### src/rtl/hpu_stream_pkg.sv
// Shared widths and depth defaults for the HPU result stream path.
package hpu_stream_pkg;

  localparam int HPU_DATA_W     = 64;
  localparam int HPU_STRB_W     = HPU_DATA_W / 8;
  localparam int HPU_DEPTH_LOG2 = 4;

  function automatic int strb_w(input int data_w);
    return data_w / 8;
  endfunction

endpackage

### src/rtl/result_fifo_mem.sv
// Simple dual-port beat storage: one synchronous write port, one asynchronous read port.
// No reset on the array; the pointers in the owner decide which entries are meaningful.
module result_fifo_mem
  import hpu_stream_pkg::*;
#(
  parameter int AW = HPU_DEPTH_LOG2,
  parameter int W  = HPU_DATA_W + HPU_STRB_W + 1
) (
  input  logic          clk_i,
  input  logic          we_i,
  input  logic [AW-1:0] waddr_i,
  input  logic [W-1:0]  wdata_i,
  input  logic [AW-1:0] raddr_i,
  output logic [W-1:0]  rdata_o
);

  logic [W-1:0] mem_q [0:(1 << AW)-1];

  always_ff @(posedge clk_i) begin
    if (we_i) begin
      mem_q[waddr_i] <= wdata_i;
    end
  end

  assign rdata_o = mem_q[raddr_i];

endmodule

### src/rtl/result_fifo.sv
// FWFT result FIFO, HPU output stage -> DMA S2MM; push-to-pop latency 1, S_AXIS_TREADY drops only when full.
// RESULT_FIFO_STORE_FWD_EN: hold beats until a whole packet is stored, forced cut-through if full with none.
module result_fifo
  import hpu_stream_pkg::*;
#(
  parameter int DEPTH_LOG2 = HPU_DEPTH_LOG2,
  parameter int DATA_W     = HPU_DATA_W
) (
  input  logic                AXIS_ACLK,
  input  logic                AXIS_ARESETN,
  input  logic                clr,
  input  logic                S_AXIS_TVALID,
  input  logic [DATA_W-1:0]   S_AXIS_TDATA,
  input  logic [DATA_W/8-1:0] S_AXIS_TSTRB,
  input  logic                S_AXIS_TLAST,
  output logic                S_AXIS_TREADY,
  output logic                M_AXIS_TVALID,
  output logic [DATA_W-1:0]   M_AXIS_TDATA,
  output logic [DATA_W/8-1:0] M_AXIS_TSTRB,
  output logic                M_AXIS_TLAST,
  input  logic                M_AXIS_TREADY,
  output logic [DEPTH_LOG2:0] level,
  output logic [15:0]         pkt_cnt,
  output logic                ovf_err
);

  localparam int STRB_W = strb_w(DATA_W);
  localparam logic [DEPTH_LOG2:0]   FULL_LVL = (DEPTH_LOG2+1)'(1 << DEPTH_LOG2);
  localparam logic [DEPTH_LOG2:0]   LVL_ONE  = (DEPTH_LOG2+1)'(1);
  localparam logic [DEPTH_LOG2-1:0] PTR_ONE  = DEPTH_LOG2'(1);

  typedef struct packed {
    logic [DATA_W-1:0] tdata;
    logic [STRB_W-1:0] tstrb;
    logic              tlast;
  } beat_t;

  localparam int BEAT_W = $bits(beat_t);

  logic [DEPTH_LOG2-1:0] wr_ptr_q, wr_ptr_d;
  logic [DEPTH_LOG2-1:0] rd_ptr_q, rd_ptr_d;
  logic [DEPTH_LOG2:0]   level_q, level_d;
  logic [15:0]           pkt_cnt_q, pkt_cnt_d;
  logic                  full, empty, push, pop, pop_last, mem_we;
  beat_t                 wr_beat, rd_beat;

  assign full     = (level_q == FULL_LVL);
  assign empty    = (level_q == '0);
  assign push     = S_AXIS_TVALID & ~full;
  assign pop      = M_AXIS_TVALID & M_AXIS_TREADY;
  assign pop_last = pop & rd_beat.tlast;
  assign mem_we   = push & ~clr;

  assign wr_beat.tdata = S_AXIS_TDATA;
  assign wr_beat.tstrb = S_AXIS_TSTRB;
  assign wr_beat.tlast = S_AXIS_TLAST;

  result_fifo_mem #(
    .AW (DEPTH_LOG2),
    .W  (BEAT_W)
  ) u_mem (
    .clk_i   (AXIS_ACLK),
    .we_i    (mem_we),
    .waddr_i (wr_ptr_q),
    .wdata_i (wr_beat),
    .raddr_i (rd_ptr_q),
    .rdata_o (rd_beat)
  );

  always_comb begin
    wr_ptr_d  = wr_ptr_q;
    rd_ptr_d  = rd_ptr_q;
    level_d   = level_q;
    pkt_cnt_d = pkt_cnt_q;
    if (push) wr_ptr_d = wr_ptr_q + PTR_ONE;
    if (pop)  rd_ptr_d = rd_ptr_q + PTR_ONE;
    unique case ({push, pop})
      2'b10:   level_d = level_q + LVL_ONE;
      2'b01:   level_d = level_q - LVL_ONE;
      default: level_d = level_q;
    endcase
    if (pop_last) pkt_cnt_d = pkt_cnt_q + 16'd1;
  end

  // clr shares the reset path so a run stop leaves the same state as a hard reset.
  always_ff @(posedge AXIS_ACLK) begin
    if (!AXIS_ARESETN || clr) begin
      wr_ptr_q  <= '0;
      rd_ptr_q  <= '0;
      level_q   <= '0;
      pkt_cnt_q <= '0;
    end else begin
      wr_ptr_q  <= wr_ptr_d;
      rd_ptr_q  <= rd_ptr_d;
      level_q   <= level_d;
      pkt_cnt_q <= pkt_cnt_d;
    end
  end

`ifdef RESULT_FIFO_STORE_FWD_EN
  logic [DEPTH_LOG2:0] cmpl_q, cmpl_d;
  logic                force_q, force_d;
  logic                ovf_q, ovf_d;
  logic                starved;

  // Full with no complete packet would deadlock the producer, so let beats through early.
  assign starved       = full & (cmpl_q == '0);
  assign M_AXIS_TVALID = ~empty & ((cmpl_q != '0) | force_q | starved);

  always_comb begin
    cmpl_d  = cmpl_q;
    force_d = force_q;
    unique case ({push & S_AXIS_TLAST, pop_last})
      2'b10:   cmpl_d = cmpl_q + LVL_ONE;
      2'b01:   cmpl_d = cmpl_q - LVL_ONE;
      default: cmpl_d = cmpl_q;
    endcase
    if (starved)  force_d = 1'b1;
    if (pop_last) force_d = 1'b0;
    ovf_d = ovf_q | starved;
  end

  always_ff @(posedge AXIS_ACLK) begin
    if (!AXIS_ARESETN || clr) begin
      cmpl_q  <= '0;
      force_q <= 1'b0;
      ovf_q   <= 1'b0;
    end else begin
      cmpl_q  <= cmpl_d;
      force_q <= force_d;
      ovf_q   <= ovf_d;
    end
  end

  assign ovf_err = ovf_q;
`else
  assign M_AXIS_TVALID = ~empty;
  assign ovf_err       = 1'b0;
`endif

  assign S_AXIS_TREADY = ~full;
  assign M_AXIS_TDATA  = rd_beat.tdata;
  assign M_AXIS_TSTRB  = rd_beat.tstrb;
  assign M_AXIS_TLAST  = rd_beat.tlast;
  assign level         = level_q;
  assign pkt_cnt       = pkt_cnt_q;

endmodule

### config.mk
export PLATFORM = sky130hd
export DESIGN_NAME = result_fifo
export DESIGN_NICKNAME = d
export VERILOG_FILES = /design/src/rtl/hpu_stream_pkg.sv /design/src/rtl/result_fifo_mem.sv /design/src/rtl/result_fifo.sv
export SDC_FILE = /design/constraint.sdc
export NUM_CORES = 1
export LEC_CHECK = 0
export BUFFER_PORTS_ARGS = -buffer_cell sky130_fd_sc_hd__buf_2
export CORE_ASPECT_RATIO = 0.7
export CORE_UTILIZATION = 35
export DETAILED_ROUTE_END_ITERATION = 16
export GPL_TIMING_DRIVEN = 0
export HOLD_SLACK_MARGIN = 0.15
export PLACE_DENSITY_LB_ADDON = 0.3
export SLEW_MARGIN = 30
export SYNTH_ARGS = -nofsm -noshare
export SYNTH_HDL_FRONTEND = slang
export SYNTH_HIERARCHICAL = 1
export SYNTH_SLANG_ARGS = --single-unit
### constraint.sdc
create_clock -name AXIS_ACLK -period 7.8 [get_ports AXIS_ACLK]
set_clock_uncertainty 0.1 [all_clocks]
set_input_delay 1.17 -clock AXIS_ACLK [delete_from_list [all_inputs] [get_ports AXIS_ACLK]]
set_output_delay 1.17 -clock AXIS_ACLK [all_outputs]
set_load 0.05 [all_outputs]
Yosys cells after proc, flatten, opt, wreduce, memory -nomap -nowiden --
Memory sizes are Yosys's and may differ from the RTL's. A register that Yosys moved wholly into a read port is not among the register bits. Index checks and enable logic that the tools add are counted.
Word-level totals: register bits 29, memory bits (writable) 1168, input bits 78, word-level logic and storage cells 29, memories kept 1
Memories:
- u_mem.mem_q | depth 16, bits a word 73, read ports 1, clocked after Yosys merged registers in 1, wr ports 1, line result_fifo_mem.sv:17 | logic [W-1:0] mem_q [0:(1 << AW)-1];
Operators by class: add/subtract/negate cells 5, eq/ne operators 3, muxes and demuxes 5, bitwise logic cells 7, reductions and logical operators 4
Operators with widths (number):
- adder 16 x 1 -> 16 bit, second input constant | 1
- case mux 5 bit (2 select lines) | 1
- adder 4 x 1 -> 4 bit, second input constant | 2
- 2-to-1 mux 4 bit | 2
- adder 5 x 1 -> 5 bit, second input constant | 1
- == test 5 bit, second input constant | 1
- logical NOT 5 bit | 1
- subtractor 5 x 1 -> 5 bit, second input constant | 1
- AND 1 bit | 4
- NOT 1 bit | 3
- == test 2 x 1 -> 1 bit, second input constant | 1
- == test 2 bit, second input constant | 1
- 2-to-1 mux 1 bit | 2
- nonzero test 2 bit | 1
- logical NOT 1 bit | 1
- logical OR 1 bit | 1

Longest topological paths before layout --
depth after elaboration 6, gate-level depth with buffers 11, gate-level depth less buffers 10

Hierarchy --
Netlist, hierarchy kept.
Modules (own cells, without submodules):
- result_fifo_mem | instances 1, cells each 1802, area an instance 43665.6 µm², sequential area each 35073.6 µm²
- result_fifo | instances 1, cells each 175, area an instance 1546.5 µm², sequential area each 580.6 µm²

Worst setup path after synthesis --
OpenSTA, ideal clock, no wires.
path type input to register, start point input S_AXIS_TVALID, end point memory u_mem/mem_q[0][0] (netlist name) (enable), setup time 0.594 ns, arrival 6.883 ns, required time 7.106 ns, path slack 0.223 ns, stages 4, buffers on the path 0, path through o21ai_2 > nor2_1 > or3b_2 > nor3_1
Between the ends: cells in the longest elaborated chain, start to end 4
Ends and longest elaborated chain:
- start: declaration | line result_fifo.sv:12 | input logic S_AXIS_TVALID,
- AND 1 bit | line result_fifo.sv:49 | assign push = S_AXIS_TVALID & ~full;
- AND 1 bit | line result_fifo.sv:52 | assign mem_we = push & ~clr;
- named net mem_we | line result_fifo.sv:44 | logic full, empty, push, pop, pop_last, mem_we;
- 2-to-1 mux 1 bit | line result_fifo_mem.sv:20 | if (we_i) begin
- 2-to-1 mux 1 bit (not written as such) | line result_fifo_mem.sv:21 | mem_q[waddr_i] <= wdata_i;
- end: declaration | line result_fifo_mem.sv:17
The timed path passes the listed nets, and every way through them passes these cells.

==> flow_summary_export.csv <==
group,metric,value,unit
floorplan,die-area,131000,um2
critical_path,startpoint,"rd_ptr_q[1]",
timing,post-route-min-period,5.01,ns
yosys,synth_top_family_by_area,"multiplexers",
timing,max-slew-margin-rel,0.278,
cells_and_area,fill_cells,10800,
job,maxCapViolations,0,
critical_path,critPathLaunchType,"flop",
yosys,synth_area,45200,um2
timing,fmaxAchievable,199,MHz
critical_path,path_cells,"buf_2, buf_1, mux4_2, a22oi_1, nand2_1, buf_2",
yosys,synth-simple-area-share,0.0169,
yosys,synth_compound_area_frac,0.0309,
power_and_ir_drop,vdd_drop_max,209,uV
yosys,synth_cell_types,42,
critical_path,cpMostUsedCell,"buf_2",
critical_path,cp_slowest_stage_delay,0.65,ns
yosys,synth_ff_type,"edfxtp_1",
clocking,path_clk_slew,0.06,ns
grt,overflow,0,
placed_design,hpwl,74.2,mm
cells_and_area,area_growth,19.3,%
yosys,syn_inst,1977,
cells_and_area,layout_common_cells,"1168 x edfxtp_1, 292 x mux4_2, 186 x buf_2",
critical_path,path_max_fanout,10,
drt,routedWlPerCell,26.0,um
clocking,cts_sinks,1197,
critical_path,required,6.53,ns
critical_path,timing.rr.start,"rd_ptr_q[1]",
yosys,ys_ff_latch,1197,
timing,min_period_over_period,0.643,
critical_path,reg2reg_depth,9,
drt,antenna_left,0,
cells_and_area,drive_above_1_share,0.323,
yosys,synthArstFlopShare,0,
power_and_ir_drop,powerDensity,235,nW/um2
power_and_ir_drop,p_leak,16.8,nW
outcome,status,"finished, final reports clean",
critical_path,arrival,3.74,ns
drt,vias_per_cell,5.25,
timing,slew_viol_final,0,
floorplan,initial_utilization,0.355,
placed_design,place.gp.congestion,0.704,
yosys,syn_avg_cell_area,22.9,um2
drt,drtIter0Drc,2240,
floorplan,die_h,303,um
clocking,cts_tree,"yes",
drt,wirelength,109,mm
yosys,postSynthNetCount,2063,
critical_path,slowest_stage,"buf_1",
floorplan,die_w,432,um
yosys,yosysWarningCount,6,
placed_design,io_buffers,173,
drt,drcViolationCount,0,
timing,finalSetupViolCount,0,
grt,grt_max_degree,19,
critical_path,path_class,"reg -> out",
yosys,synth-xor-area-share,0.00213,
grt,grt_use_total,0.168,
timing,tns,0,ns
critical_path,r2r_end,"pkt_cnt[13]",
floorplan,core_region_area,127000,um2
clocking,post_cts_buffers,0,
clocking,post_cts_resized,0,
floorplan,rows,109,
yosys,synthAdderAreaFrac,0.00238,
cells_and_area,nets,2471,
grt,antenna_found_initial,16,
timing,hold_viol,0,
cells_and_area,fin_util,0.424,
clocking,cts_made_buffers,113,
timing,whs,0.387,ns
placed_design,dpl_cell_area,50400,um2
cells_and_area,final_common_cell,"edfxtp_1",
critical_path,worst_setup_path_end_kind,"output port",
floorplan,io_pins,175,
yosys,synth-edff-count,1168,
clocking,hold_buffers,0,
min_path,hold_class,"reg -> reg",
cells_and_area,design_area,53900,um2
grt,grt_pass1_vias,22900,
clocking,root_buffer,"clkbuf_16",
critical_path,cp-endpoint,"M_AXIS_TDATA[44]",
yosys,seq_area_frac_synth,0.789,
timing,rsz0062_at_grt,"false",
cells_and_area,seqCellArea,35700,um2
drt,first_pass_iters,5,
timing,worst_pin_slew,1.08,ns
clocking,clockBufferDepth,3,
grt,grt_pass1_wl,159,mm
drt,vias,22100,
yosys,synth.area.mux_share,0.146,
min_path,holdPathStages,2,
clocking,h-tree-depth,3,
critical_path,reg2reg_slack,3.89,ns
cells_and_area,multi_input_area,9090,um2
clocking,clk_latency,0.67,ns
cells by family after synthesis:
| family | Yosys count |
|---|---|
| DFF | 1197 |
| muxes | 295 |
| AOI/OAI and AO/OA | 186 |
| and+or+nand+nor | 168 |
| buffers and inverters | 111 |
| xor gates and xnor gates | 11 |
| adders and majority gates | 8 |
| other | 1 |
Yosys cell counts (2+ instances only):
library cell	number	area, um2
edfxtp_1	1168	35100
mux4_2	292	6580
a22oi_1	146	1100
nand2_1	84	315
clkbuf_1	36	135
nor2_1	33	124
buf_1	29	109
dfxtp_1	29	581
a21oi_1	14	70.1
buf_4	14	105
buf_2	13	65.1
buf_6	13	146
nand3_1	11	55.1
xor2_1	11	96.3
ha_1	7	87.6
o211ai_1	7	52.6
or4_1	7	52.6
inv_1	6	22.5
or3_1	6	37.5
nand2b_1	5	31.3
nor3_1	5	25.0
o21ai_1	5	25.0
and4_1	4	35.0
and2_1	3	18.8
mux2i_1	3	30.0
nor2b_1	3	18.8
o31ai_1	3	22.5
nand3b_1	2	15.0
o2111ai_4	2	52.6
o21a_1	2	15.0
o21ai_0	2	10.0
o21ai_2	2	17.5
state kept, by name (all words and copies together) (netlist names):
register and cells:
wr_ptr_q 4, pkt_cnt 16, u_mem/mem_q 1168, level 5, rd_ptr_q 4
where the power goes:
part	switching [mW]	leakage [nW]	total, mW	internal (mW)
logic	0.292	4.32	0.430	0.138
clock network	2.27	1.71	5.17	2.90
registers	0.00821	10.8	7.09	7.08
worst min path at each step:
stage                start     endpoint
2_1_floorplan  rd_ptr_q[3]  rd_ptr_q[3]
3_3_place_gp   pkt_cnt[15]  pkt_cnt[15]
3_5_place_dp   pkt_cnt[15]  pkt_cnt[15]
4_1_cts        pkt_cnt[15]  pkt_cnt[15]
5_1_grt        pkt_cnt[15]  pkt_cnt[15]
6_report       pkt_cnt[15]  pkt_cnt[15]
per-layer routing:
metal / track usage / wire length, um / up-vias
met5: 0 / 87 / -
met4: 0.0429 / 2490 / 14
met3: 0.0275 / 5950 / 158
met2: 0.276 / 53400 / 736
met1: 0.233 / 47400 / 11900
li1: - / - / 9296
metrics by stage:
stage	instances	power (mW)	setup slack, ns
2_1_floorplan	1977	7.47	0.223
3_3_place_gp	3870	7.64	-6.58
3_5_place_dp	3990	7.66	3.54
4_1_cts	4200	12.8	2.81
5_1_grt	4202	13.1	2.72
6_report	4204	12.7	2.79
worst max-delay path, delay by kind of cell (launching register included):
kind,cells,cell delay (ns)
buffers and inverters,3,1.44
muxes,1,0.41
and+or+nand+nor,1,0.24
DFF,1,0.49
AOI/OAI and AO/OA,1,0.47
layout make-up:
cell class                 instances  area share
timing repair buffer             293      0.0549
inverter                           6    0.000418
multi-input combinational        669       0.168
buffer                           105      0.0104
clock buffer                     145      0.0554
tap                             1720      0.0399
antenna                            4    0.000186
clock inverter                    65     0.00921
sequential                      1197       0.661
(Power assumes the default switching activity.)
